**config.mk**
```make
export PLATFORM = sky130hd
export DESIGN_NAME = stopwatch_ctrl
export DESIGN_NICKNAME = d
export VERILOG_FILES = /design/src/rtl/stopwatch_ctrl.sv
export SDC_FILE = /design/constraint.sdc
export NUM_CORES = 1
export LEC_CHECK = 0
export ABC_AREA = 1
export CAP_MARGIN = 20
export CORE_ASPECT_RATIO = 1.4
export CORE_MARGIN = 3
export CORE_UTILIZATION = 50
export CTS_CLUSTER_SIZE = 16
export DETAILED_ROUTE_END_ITERATION = 16
export PLACE_DENSITY = 0.71
export SLEW_MARGIN = 15
export SYNTH_ARGS = -nofsm -noshare
export SYNTH_HDL_FRONTEND = slang
export SYNTH_SLANG_ARGS = --single-unit
```
**constraint.sdc**
```tcl
create_clock -name clk -period 5.4 [get_ports clk]
set_clock_uncertainty 0.1 [all_clocks]
set_input_delay 1.08 -clock clk [delete_from_list [all_inputs] [get_ports clk]]
set_output_delay 1.08 -clock clk [all_outputs]
set_load 0.01 [all_outputs]
```
**src/rtl/stopwatch_ctrl.sv**
```systemverilog
// rtl/stopwatch_ctrl.sv - stopwatch controller with debounced buttons, split display and lap FIFO
//
// Purpose: counts tick_i pulses while running. Five raw push buttons pass through
// a 2-FF synchronizer and a debouncer, then drive an IDLE/RUN/SPLIT/STOP FSM.
// A small first-word-fall-through FIFO records lap times.
//
// Ports:
//   clk, rst                 clock, asynchronous active-high reset
//   tick_i                   time base; one count per high cycle
//   start_i stop_i split_i   raw buttons, active-high
//   lap_i clear_i            raw buttons, active-high
//   rd_i                     pop the lap FIFO head
//   time_o                   live elapsed count
//   display_o                live count, or the frozen split value in SPLIT
//   running_o / frozen_o     RUN or SPLIT / SPLIT only
//   lap_data_o/lap_valid_o   FIFO head (0 when empty) / FIFO not empty
//   lap_count_o              FIFO occupancy
//   lap_ovf_o                sticky: a lap was dropped while full
//   wrap_o                   one-cycle pulse when the counter rolls over to 0
module stopwatch_ctrl #(
    parameter int CNT_W     = 24,
    parameter int DEB_CYC   = 4,
    parameter int LAP_DEPTH = 4
) (
    input  logic                         clk,
    input  logic                         rst,
    input  logic                         tick_i,
    input  logic                         start_i,
    input  logic                         stop_i,
    input  logic                         split_i,
    input  logic                         lap_i,
    input  logic                         clear_i,
    input  logic                         rd_i,
    output logic [CNT_W-1:0]             time_o,
    output logic [CNT_W-1:0]             display_o,
    output logic                         running_o,
    output logic                         frozen_o,
    output logic [CNT_W-1:0]             lap_data_o,
    output logic                         lap_valid_o,
    output logic [$clog2(LAP_DEPTH):0]   lap_count_o,
    output logic                         lap_ovf_o,
    output logic                         wrap_o
);

    localparam int PW = $clog2(LAP_DEPTH);
    localparam int CW = PW + 1;
    localparam logic [CW-1:0] DEPTH_C  = CW'(LAP_DEPTH);
    localparam logic [7:0]    DEB_LAST = 8'(DEB_CYC - 1);

    typedef enum logic [1:0] {S_IDLE, S_RUN, S_SPLIT, S_STOP} state_t;

    // Button bit order: 0 start, 1 stop, 2 split, 3 lap, 4 clear
    logic [4:0]       w_btn_raw;
    logic [4:0]       r_sync1;
    logic [4:0]       r_sync2;
    logic [4:0]       r_level;
    logic [4:0]       r_press;
    logic [7:0]       r_deb_cnt [5];

    state_t           r_state;
    state_t           w_next;
    logic             w_clear_act;
    logic             w_capture;
    logic             w_counting;

    logic [CNT_W-1:0] r_cnt;
    logic [CNT_W-1:0] r_freeze;
    logic             r_wrap;

    logic [CNT_W-1:0] r_mem [LAP_DEPTH];
    logic [PW-1:0]    r_wr_ptr;
    logic [PW-1:0]    r_rd_ptr;
    logic [CW-1:0]    r_count;
    logic             r_ovf;
    logic             w_lap_req;
    logic             w_full;
    logic             w_pop;
    logic             w_push;

    assign w_btn_raw = {clear_i, lap_i, split_i, stop_i, start_i};

    // The debouncer counts consecutive synchronized samples that disagree with the
    // accepted level; any agreeing sample restarts the count. The press pulse is
    // registered on the acceptance edge, so it appears DEB_CYC+2 cycles after the raw edge.
    always_ff @(posedge clk or posedge rst) begin
        if (rst) begin
            r_sync1 <= '0;
            r_sync2 <= '0;
            r_level <= '0;
            r_press <= '0;
            for (int i = 0; i < 5; i++) r_deb_cnt[i] <= '0;
        end else begin
            r_sync1 <= w_btn_raw;
            r_sync2 <= r_sync1;
            for (int i = 0; i < 5; i++) begin
                r_press[i] <= 1'b0;
                if (r_sync2[i] == r_level[i]) begin
                    r_deb_cnt[i] <= '0;
                end else if (r_deb_cnt[i] == DEB_LAST) begin
                    r_level[i]   <= r_sync2[i];
                    r_deb_cnt[i] <= '0;
                    r_press[i]   <= r_sync2[i];
                end else begin
                    r_deb_cnt[i] <= r_deb_cnt[i] + 8'd1;
                end
            end
        end
    end

    always_ff @(posedge clk or posedge rst) begin
        if (rst) r_state <= S_IDLE;
        else     r_state <= w_next;
    end

    // stop outranks split, split outranks start; clear only acts when not counting
    always_comb begin
        w_next      = r_state;
        w_clear_act = 1'b0;
        w_capture   = 1'b0;
        w_counting  = (r_state == S_RUN) || (r_state == S_SPLIT);
        case (r_state)
            S_IDLE: begin
                if (r_press[4])      w_clear_act = 1'b1;
                else if (r_press[0]) w_next = S_RUN;
            end
            S_RUN: begin
                if (r_press[1]) begin
                    w_next = S_STOP;
                end else if (r_press[2]) begin
                    w_next    = S_SPLIT;
                    w_capture = 1'b1;
                end
            end
            S_SPLIT: begin
                if (r_press[1])      w_next = S_STOP;
                else if (r_press[2]) w_next = S_RUN;
            end
            S_STOP: begin
                if (r_press[4]) begin
                    w_next      = S_IDLE;
                    w_clear_act = 1'b1;
                end else if (r_press[0]) begin
                    w_next = S_RUN;
                end
            end
            default: w_next = S_IDLE;
        endcase
    end

    always_ff @(posedge clk or posedge rst) begin
        if (rst) begin
            r_cnt    <= '0;
            r_freeze <= '0;
            r_wrap   <= 1'b0;
        end else begin
            r_wrap <= 1'b0;
            if (w_clear_act) begin
                r_cnt <= '0;
            end else if (tick_i && w_counting) begin
                r_cnt  <= r_cnt + 1'b1;
                r_wrap <= &r_cnt;
            end
            if (w_capture) r_freeze <= r_cnt;
        end
    end

    // A push into a full FIFO is accepted when a pop frees the head slot in the same cycle
    assign w_lap_req = r_press[3] && w_counting;
    assign w_full    = (r_count == DEPTH_C);
    assign w_pop     = rd_i && (r_count != '0);
    assign w_push    = w_lap_req && (!w_full || w_pop);

    always_ff @(posedge clk) begin
        if (w_push) r_mem[r_wr_ptr] <= r_cnt;
    end

    always_ff @(posedge clk or posedge rst) begin
        if (rst) begin
            r_wr_ptr <= '0;
            r_rd_ptr <= '0;
            r_count  <= '0;
            r_ovf    <= 1'b0;
        end else if (w_clear_act) begin
            r_wr_ptr <= '0;
            r_rd_ptr <= '0;
            r_count  <= '0;
            r_ovf    <= 1'b0;
        end else begin
            if (w_push) r_wr_ptr <= r_wr_ptr + 1'b1;
            if (w_pop)  r_rd_ptr <= r_rd_ptr + 1'b1;
            case ({w_push, w_pop})
                2'b10:   r_count <= r_count + 1'b1;
                2'b01:   r_count <= r_count - 1'b1;
                default: r_count <= r_count;
            endcase
            if (w_lap_req && w_full && !w_pop) r_ovf <= 1'b1;
        end
    end

    assign time_o      = r_cnt;
    assign display_o   = (r_state == S_SPLIT) ? r_freeze : r_cnt;
    assign running_o   = w_counting;
    assign frozen_o    = (r_state == S_SPLIT);
    // Head is masked when empty so stale storage never shows after reset or clear
    assign lap_data_o  = (r_count != '0) ? r_mem[r_rd_ptr] : '0;
    assign lap_valid_o = (r_count != '0);
    assign lap_count_o = r_count;
    assign lap_ovf_o   = r_ovf;
    assign wrap_o      = r_wrap;

endmodule
```
==> impl_metrics.tcl, run 1 <==
set metrics [dict create \
    fmax_ghz 0.238 \
    p_leak_nw 4.63 \
    syn2layout_area_growth_pct 18.9 \
    power.switching_mw 2.03 \
    die_w_um 122 \
    synth_cell_type_count 37 \
    place_ws_ns 1.72 \
    first_iter_violations 510 \
    syn_inst 977 \
    drc_errors 0 \
    antenna_found_initial 0 \
    track_usage_pct 19.7 \
    initial_core_util_pct 51.0 \
    clkLatencyLatePin_ns 0.49 \
    cts-htree-levels 1 \
    grt_max_degree 56 \
    cap_violations 0 \
    fin_nets 1091 \
    hp-class "register to register" \
    cp.arrival_ns 3.02 \
    period_minus_slack_ns 4.20 \
    timing_worst_setup_path_type "register to output port" \
    avgViaCountPerCell 5.10 \
    grt_pass1_vias 6629 \
    crit_fanout 35 \
    mostFrequentLayoutCells "nor2_1, nand2_1, o21ai_0" \
    clkTransAtPathRegs_ns 0.06 \
    power_density_nw_per_um2 511 \
    pin_count 89 \
    layout_commonest_cell "nor2_1" \
    n_antenna_cell 0 \
    min_path_cells 0 \
    ys_seq_area_share_pct 61.8 \
    startpoint_type "register" \
    cts_root_buffer "clkbuf_16" \
    status "finished clean" \
    drive_gt1_share_pct 6.94 \
    cts_setup_buffers 0 \
    rr_worst_depth 9 \
    relSlewSlack_pct 31.3 \
    dp_hpwl_um 13300 \
    worstPathRequired_ns 4.22 \
    tritoncts "done" \
    syn_area_um2 9480 \
    sw_frac_of_total_pct 35.2 \
    core_area_um2 18600 \
    vias 6763 \
    grt_pass1_wl_um 32800 \
    synth_seq_cells 215 \
    die_y_um 169 \
    portBuffers 88 \
    rsz0062_at_grt "false" \
    synthesis.nets 1002 \
    finalSetupViolCount 0 \
    ant_nets 0 \
    numCtsBuffers 21 \
    p_int_mw 3.74 \
    fin_crit_sh_pct 77.7 \
    avgRoutedWirePerCell_um 15.0 \
    vdd_drop_max_v 0.000371 \
    place.gp.congestion 0.846 \
    grt_overflow 0 \
    worstMarginPinSlew_ns 1.03 \
    clk_path_buf_depth 3 \
    tns_ns 0 \
    critPathCaptureType "output port" \
    syn_area_per_cell_um2 9.71 \
    die_area_um2 20700 \
    cts_sinks 215 \
    routed_wirelength_um 19800 \
    cts-resized-gates 0 \
    fp-row-count 59 \
    cts-hold-fix-buffers 0 \
    ys_warn_count 0 \
    pwr-share-seq_pct 39.2 \
    power_frac_clock_pct 24.7 \
    firstDrtPassIters 4 \
    p_comb_share_pct 36.1 \
    hold_violations 0 \
    setup_slack_ns 1.20 \
    slew_violations 0 \
]
==> layout make-up <==
class                           instances  area [um^2]
Fill cell                            1581         7330
Inverter                              103          389
Clock buffer                           27          558
Tap cell                              244          305
Sequential cell                       215         5860
Clock inverter                         11          116
Multi-Input combinational cell        627         3090
Timing Repair Buffer                   98          956
==> power groups by stage <==
| stage | Clock (mW) | Sequential (mW) | Combinational, mW |
|---|---|---|---|
| final | 1.42 | 2.26 | 2.08 |
| after global routing | 1.52 | 2.30 | 2.35 |
| after CTS | 1.46 | 2.26 | 2.12 |
| after detailed placement | 0 | 2.29 | 2.11 |
| after global placement | 0 | 2.28 | 2.07 |
| after floorplan | 0 | 2.23 | 1.20 |
==> metrics by stage <==
step	cells	cell area, um^2	hold slack [ns]	util, %	total power, mW
floorplan	977	9480	0.231	-	3.42
global placement	1287	10600	0.234	57.0	4.35
detailed placement	1287	10600	0.237	57.0	4.40
CTS	1325	11300	0.250	60.6	5.85
global route	1325	11300	0.251	60.6	6.17
finish	1325	11300	0.246	60.6	5.77
==> critical path, cell delays in order, from the launching register on <==
cell,delay (ns)
dfrtp_1,0.41
inv_1,0.14
ha_1,0.86
buf_4,0.34
nand2_1,0.06
o21ai_0,0.11
clkdlybuf4s50_1,0.60
==> Yosys cell counts (all sizes together) <==
library cell  number  share of area [%]
a21oi             37                2.0
inv              102                4.0
nand3b             2               0.16
o21ai            127                6.7
o21bai             1              0.079
or2                3               0.20
xor2              17                1.6
o31ai              1              0.079
xnor2              6               0.55
ha                15                2.0
fa                 1               0.21
buf               19                1.2
nor3              16               0.90
dfrtp            119                 31
clkinv             1              0.040
nand2            145                5.9
a31oi              2               0.13
o22ai              1              0.066
nor2             195                8.2
clkbuf            13               0.53
edfxtp            96                 30
nor4               4               0.26
nand3             34                2.0
nor3b              6               0.47
a31o               1              0.092
nand4             13               0.86
==> per-layer routing <==
layer | GRT usage (%) | wire length, um | up-vias | part of all wire [%]
li1 | - | - | 3386 | -
met1 | 25.5 | 8390 | 3208 | 42
met2 | 34.3 | 10100 | 137 | 51
met3 | 2.77 | 916 | 32 | 4.6
met4 | 5.95 | 422 | 0 | 2.1
met5 | 0 | 0 | - | 0
==> registers in the layout, summed over array words and instances (netlist names) <==
signal and flops:
r_mem 96, r_deb_cnt 40, r_freeze 24, time_o 24, r_level 5, r_press 5, r_sync1 5, r_sync2 5
lap_count_o 3, r_rd_ptr 2, r_state 2, r_wr_ptr 2, lap_ovf_o 1, wrap_o 1
==> path summary, 6_finish.rpt <==
check | startpoint | end | slack, ns
max | r_state[0] | display_o[23] | 1.20
min | r_sync1[2] | r_sync2[2] | 0.25
max reg2reg | r_state[0] | lap_count_o[2] | 2.97
min reg2reg | r_sync1[2] | r_sync2[2] | 0.25
max in group asynchronous | rst | time_o[2] | 3.30
min in group asynchronous | rst | r_deb_cnt[26] | 0.96
==> cell families (layout without fill, tap and decap cells) <==
family	after synthesis	count (layout)	share of synthesized area [%]
flops	215	215	61.8
buf+inv	135	239	5.78
fa+ha+maj	16	16	2.19
simple gates	418	418	19.0
xor+xnor	23	23	2.12
compound gates	170	170	9.14
(Power assumes the default switching activity.)
==> run 2, diff against run 1 <==
--- a/config.mk
+++ b/config.mk
@@ -12,7 +12,7 @@
 export CORE_UTILIZATION = 50
 export CTS_CLUSTER_SIZE = 16
 export DETAILED_ROUTE_END_ITERATION = 16
-export PLACE_DENSITY = 0.71
+export PLACE_DENSITY = 0.74
 export SLEW_MARGIN = 15
 export SYNTH_ARGS = -nofsm -noshare
 export SYNTH_HDL_FRONTEND = slang
==> constraint.sdc (replaced) <==
create_clock -name clk -period 3.5 [get_ports clk]
set_clock_uncertainty 0.1 [all_clocks]
set_input_delay 0.7 -clock clk [delete_from_list [all_inputs] [get_ports clk]]
set_output_delay 0.7 -clock clk [all_outputs]
set_load 0.01 [all_outputs]
==> run 2 against run 1 <==
Net effect:
- clock power increased by 58%
- critical path depth stayed put
- final cell count rose by 0.38%
- critical path type unchanged
==> impl_metrics.tcl, run 2 (same netlist as run 1, synthesis figures left out) <==
set metrics [dict create \
    crit_slowest_cell "clkdlybuf4s50_1" \
    fill_cells 1534 \
    die_area_um2 20700 \
    die_y_um 169 \
    dp_hpwl_um 13900 \
    place.gp.congestion 0.805 \
    tritoncts "done" \
    fp-row-count 59 \
    timing_worst_setup_path_type "register to output port" \
    worst-path-buf-inv 3 \
    regMostFlops "r_mem" \
    hold_violations 0 \
    antenna_found_initial 0 \
    mostFrequentLayoutCells "nor2_1, nand2_1, o21ai_0" \
    hp-class "register to register" \
    avgViaCountPerCell 5.25 \
    portBuffers 88 \
    core_area_um2 18600 \
    p_leak_nw 4.69 \
    r2r-start "r_state[0]" \
    clkLatencyLatePin_ns 0.48 \
    clk_path_buf_depth 3 \
    rr_worst_depth 10 \
    rr_endpoint "lap_count_o[2]" \
    finalSetupViolCount 0 \
    vdd_drop_max_v 0.000575 \
    grt_overflow 0 \
    grt_use_met3_pct 2.37 \
    clkTransAtPathRegs_ns 0.06 \
    worstMarginPinSlew_ns 0.645 \
    firstDrtPassIters 5 \
    startpoint_type "register" \
    period_minus_slack_ns 3.30 \
    worstPathRequired_ns 2.70 \
    crit_family "buffers and inverters" \
    post-route-util_pct 61.1 \
    drc_errors 0 \
    first_iter_violations 502 \
    routed_wirelength_um 20500 \
    status "finished clean" \
    worstPathCellList "inv_1 > ha_1 > buf_6 > nand2_1 > o21ai_0 > clkdlybuf4s50_1" \
    grt_pass1_wl_um 33000 \
    top_usage_layer "met2" \
    cts_root_buffer "clkbuf_16" \
    grt_pass1_vias 6815 \
    initial_core_util_pct 51.0 \
    reg_top3 "r_mem (96), r_deb_cnt (40)" \
    cap_violations 0 \
    cp-startpoint "r_state[0]" \
    crit_path_max_incr_delay_ns 0.58 \
    cts_sinks 215 \
    cp.arrival_ns 2.50 \
    relSlewSlack_pct 57.0 \
    cts-htree-levels 1 \
    syn2layout_area_growth_pct 19.8 \
    die_w_um 122 \
    crit_cells 6 \
    slew_violations 0 \
    numCtsBuffers 20 \
    grtUsageMet2_pct 36.8 \
    critPathCaptureType "output port" \
    track_usage_pct 20.0 \
    cts-hold-fix-buffers 0 \
    tns_ns 0 \
    drive_gt1_share_pct 7.83 \
    avgRoutedWirePerCell_um 15.4 \
    met1_usage_pct 23.9 \
    crit_fanout 41 \
    fmax_ghz 0.303 \
    fin_crit_sh_pct 94.4 \
    ant_nets 0 \
    largest_register_ff_count 96 \
    rsz0062_at_grt "false" \
    crit_path_end "display_o[12]" \
    n_antenna_cell 0 \
    power_density_nw_per_um2 794 \
    vias 6983 \
    pin_count 89 \
    grt_max_degree 120 \
    fin_nets 1097 \
    reg2reg_slack_ns 1.13 \
    layout_commonest_cell "nor2_1" \
]
## run 2: changes by cell type in the layout (fill, tap and decap cells not counted), sizes merged
cell	delta
inv	-2
buf	+7
clkbuf	+1
clkinv	-1
## run 2: final cells by class
type                    count  area, um^2  area share (%)
clock inverters             8        93.8           0.826
multi-input cells         627        3090            27.2
repair buffers            105        1020            9.02
flip-flops and latches    215        5860            51.6
inverters                 103         390            3.44
well taps                 244         305            2.69
clock buffers              28         602            5.30
## run 2: repair_timing
item,in CTS,in global routing
resized for setup,0,2
setup endpoints to repair,0,23
hold endpoints to repair,0,0
buffers inserted,0,0
## run 2: through the flow
step                cell area (um^2)  hold slack [ns]  power, mW  setup WS, ns  instances
floorplan                       9490            0.231       5.28         0.915        977
global placement               10700            0.237       6.77         0.684       1294
detailed placement             10700            0.240       6.83         0.610       1294
CTS                            11400            0.254       9.11        0.0809       1330
global route                   11400            0.264       9.62        0.0107       1330
finish                         11400            0.251       9.02         0.196       1330
## run 2: layer usage
metal  part of all wire (%)  vias to the layer above
met1                     40                     3358
met4                    2.2                        0
met3                    4.6                       41
li1                       -                     3385
met2                     54                      199
met5                      0                        -
## run 2: how the worst min path moves through the flow
stage | start | cells past startpoint | endpoint | slack (ns)
global route | r_sync1[1] | 0 | r_sync2[1] | 0.26
detailed placement | r_sync1[2] | 0 | r_sync2[2] | 0.24
global placement | r_sync1[4] | 0 | r_sync2[4] | 0.24
finish | r_sync1[2] | 0 | r_sync2[2] | 0.25
CTS | r_sync1[2] | 0 | r_sync2[2] | 0.25
floorplan | r_sync1[0] | 0 | r_sync2[0] | 0.23
## run 2: power breakdown
part	switching [mW]	leakage (nW)	internal [mW]
Combinational	1.84	1.87	1.47
Sequential	0.418	2.47	3.06
Clock	0.891	0.346	1.35
==> run 3, diff against run 2 <==
--- a/config.mk
+++ b/config.mk
@@ -6,13 +6,14 @@
 export NUM_CORES = 1
 export LEC_CHECK = 0
 export ABC_AREA = 1
-export CAP_MARGIN = 20
+export CAP_MARGIN = 0
 export CORE_ASPECT_RATIO = 1.4
 export CORE_MARGIN = 3
 export CORE_UTILIZATION = 50
 export CTS_CLUSTER_SIZE = 16
 export DETAILED_ROUTE_END_ITERATION = 16
 export PLACE_DENSITY = 0.74
+export REMOVE_ABC_BUFFERS = 1
 export SLEW_MARGIN = 15
 export SYNTH_ARGS = -nofsm -noshare
 export SYNTH_HDL_FRONTEND = slang
==> run 3 against run 2 <==
Net effect:
- via count is 1.8% lower
- utilization shrank 0.43 points
- first-iteration DRC count decreased by 5.6%
- combinational power down 2%
- critical path type unchanged
==> impl_metrics.tcl, run 3 (same netlist as run 1, synthesis figures left out) <==
set metrics [dict create \
    status "finished clean" \
    drc_errors 0 \
    firstDrtPassIters 7 \
    regMostFlops "r_mem" \
    grt_pass1_vias 6868 \
    hp-class "register to register" \
    min_path_cells 0 \
    worstPathCellList "inv_2 > o21ai_0 > a21oi_1 > clkdlybuf4s50_1" \
    vias 6860 \
    startpoint_type "register" \
    numCtsBuffers 21 \
    cts_setup_buffers 0 \
    cts_root_buffer "clkbuf_16" \
    fin_crit_sh_pct 91.8 \
    vdd_drop_max_v 0.000494 \
    dp_hpwl_um 13100 \
    crit_path_max_incr_delay_ns 0.56 \
    avgRoutedWirePerCell_um 15.0 \
    initial_core_util_pct 51.0 \
    p_int_mw 5.69 \
    mostFrequentLayoutCells "nor2_1, nand2_1, o21ai_0" \
    reg2reg_slack_ns 1.20 \
    fmax_ghz 0.311 \
    clkTransAtPathRegs_ns 0.06 \
    cts_sinks 215 \
    place.gp.congestion 0.819 \
    power_density_nw_per_um2 780 \
    rsz0062_at_grt "false" \
    worstPathRequired_ns 2.70 \
    first_iter_violations 474 \
    p_comb_share_pct 36.7 \
    cts-htree-levels 1 \
    hold_violations 0 \
    fin_nets 1096 \
    cts-hold-fix-buffers 0 \
    rr_worst_depth 10 \
    die_w_um 122 \
    tns_ns 0 \
    power.switching_mw 3.11 \
    worstMarginPinSlew_ns 0.684 \
    antenna_found_initial 0 \
    ant_nets 0 \
    worstHoldStart "r_sync1[1]" \
    largest_register_ff_count 96 \
    cap_violations 0 \
    crit_fanout 49 \
    reg_top3 "r_mem (96), r_deb_cnt (40)" \
    grt_overflow 0 \
    post-route-util_pct 60.7 \
    core_area_um2 18600 \
    cts-resized-gates 0 \
    die_y_um 169 \
    clk_path_buf_depth 3 \
    cp.arrival_ns 2.41 \
    grt_pass1_wl_um 33500 \
    tritoncts "done" \
    portBuffers 88 \
    die_area_um2 20700 \
    rr_endpoint "lap_count_o[2]" \
    r2r-start "r_state[1]" \
    fp-row-count 59 \
    grt_max_degree 68 \
    timing_worst_setup_path_type "register to output port" \
    n_antenna_cell 0 \
    p_leak_nw 4.65 \
    routed_wirelength_um 19900 \
    finalSetupViolCount 0 \
    layout_commonest_cell "nor2_1" \
    slew_violations 0 \
    drive_gt1_share_pct 7.28 \
    track_usage_pct 20.0 \
    clkLatencyLatePin_ns 0.49 \
    period_minus_slack_ns 3.21 \
    pwr-share-seq_pct 39.6 \
    power_frac_clock_pct 23.8 \
    sw_frac_of_total_pct 35.3 \
    avgViaCountPerCell 5.16 \
    pin_count 89 \
    critPathCaptureType "output port" \
    hold_path_end "r_sync2[1]" \
    crit_slowest_cell "clkdlybuf4s50_1" \
    relSlewSlack_pct 54.3 \
    syn2layout_area_growth_pct 19.0 \
]
run 3: worst max-delay path by stage:
| stage | startpoint | to | slack, ns | cells past startpoint |
|---|---|---|---|---|
| floorplan | rst | lap_count_o[0] | -0.46 | 1 |
| global placement | r_rd_ptr[0] | lap_data_o[19] | 0.81 | 4 |
| detailed placement | r_rd_ptr[0] | lap_data_o[19] | 0.76 | 4 |
| CTS | r_rd_ptr[0] | lap_data_o[19] | 0.25 | 4 |
| global route | r_rd_ptr[0] | lap_data_o[19] | 0.05 | 4 |
| finish | r_rd_ptr[0] | lap_data_o[19] | 0.29 | 4 |
run 3: final cells by class:
type / count / area, um^2
Fill cell: 1578 / 7320
Sequential cell: 215 / 5860
Multi-Input combinational cell: 627 / 3090
Timing Repair Buffer: 103 / 1010
Clock buffer: 25 / 544
Inverter: 103 / 389
Tap cell: 244 / 305
Clock inverter: 12 / 92.6
run 3: stage by stage:
| step | hold slack, ns | area, um^2 | instances | power [mW] | setup slack (ns) |
|---|---|---|---|---|---|
| floorplan | 0.231 | 9320 | 945 | 5.18 | -0.457 |
| global placement | 0.232 | 10600 | 1292 | 6.71 | 0.813 |
| detailed placement | 0.236 | 10600 | 1292 | 6.77 | 0.760 |
| CTS | 0.249 | 11300 | 1329 | 8.89 | 0.246 |
| global route | 0.254 | 11300 | 1329 | 9.41 | 0.0493 |
| finish | 0.248 | 11300 | 1329 | 8.80 | 0.287 |
run 3: worst max-delay path: cells and delay by family, from the launching register on:
family | cells | cell delay [ns]
buffers and inverters | 2 | 1.07
flip-flops | 1 | 0.40
AO/OA/AOI/OAI | 2 | 0.44
run 3: power by group through the flow:
stage,clock network (mW),logic [mW],registers (mW)
floorplan,0,1.65,3.52
global placement,0,3.19,3.51
detailed placement,0,3.24,3.53
CTS,2.14,3.27,3.48
global route,2.24,3.62,3.55
finish,2.09,3.23,3.48
run 3: per-layer routing:
layer  share of wire (%)  wire (um)  up-vias  global-route usage (%)
met5                   0          0        -                       0
met4                 1.5        296        0                    6.24
met3                 4.6        922       23                    2.47
met2                  52      10400      182                    35.7
met1                  42       8320     3257                    25.2
li1                    -          -     3398                       -
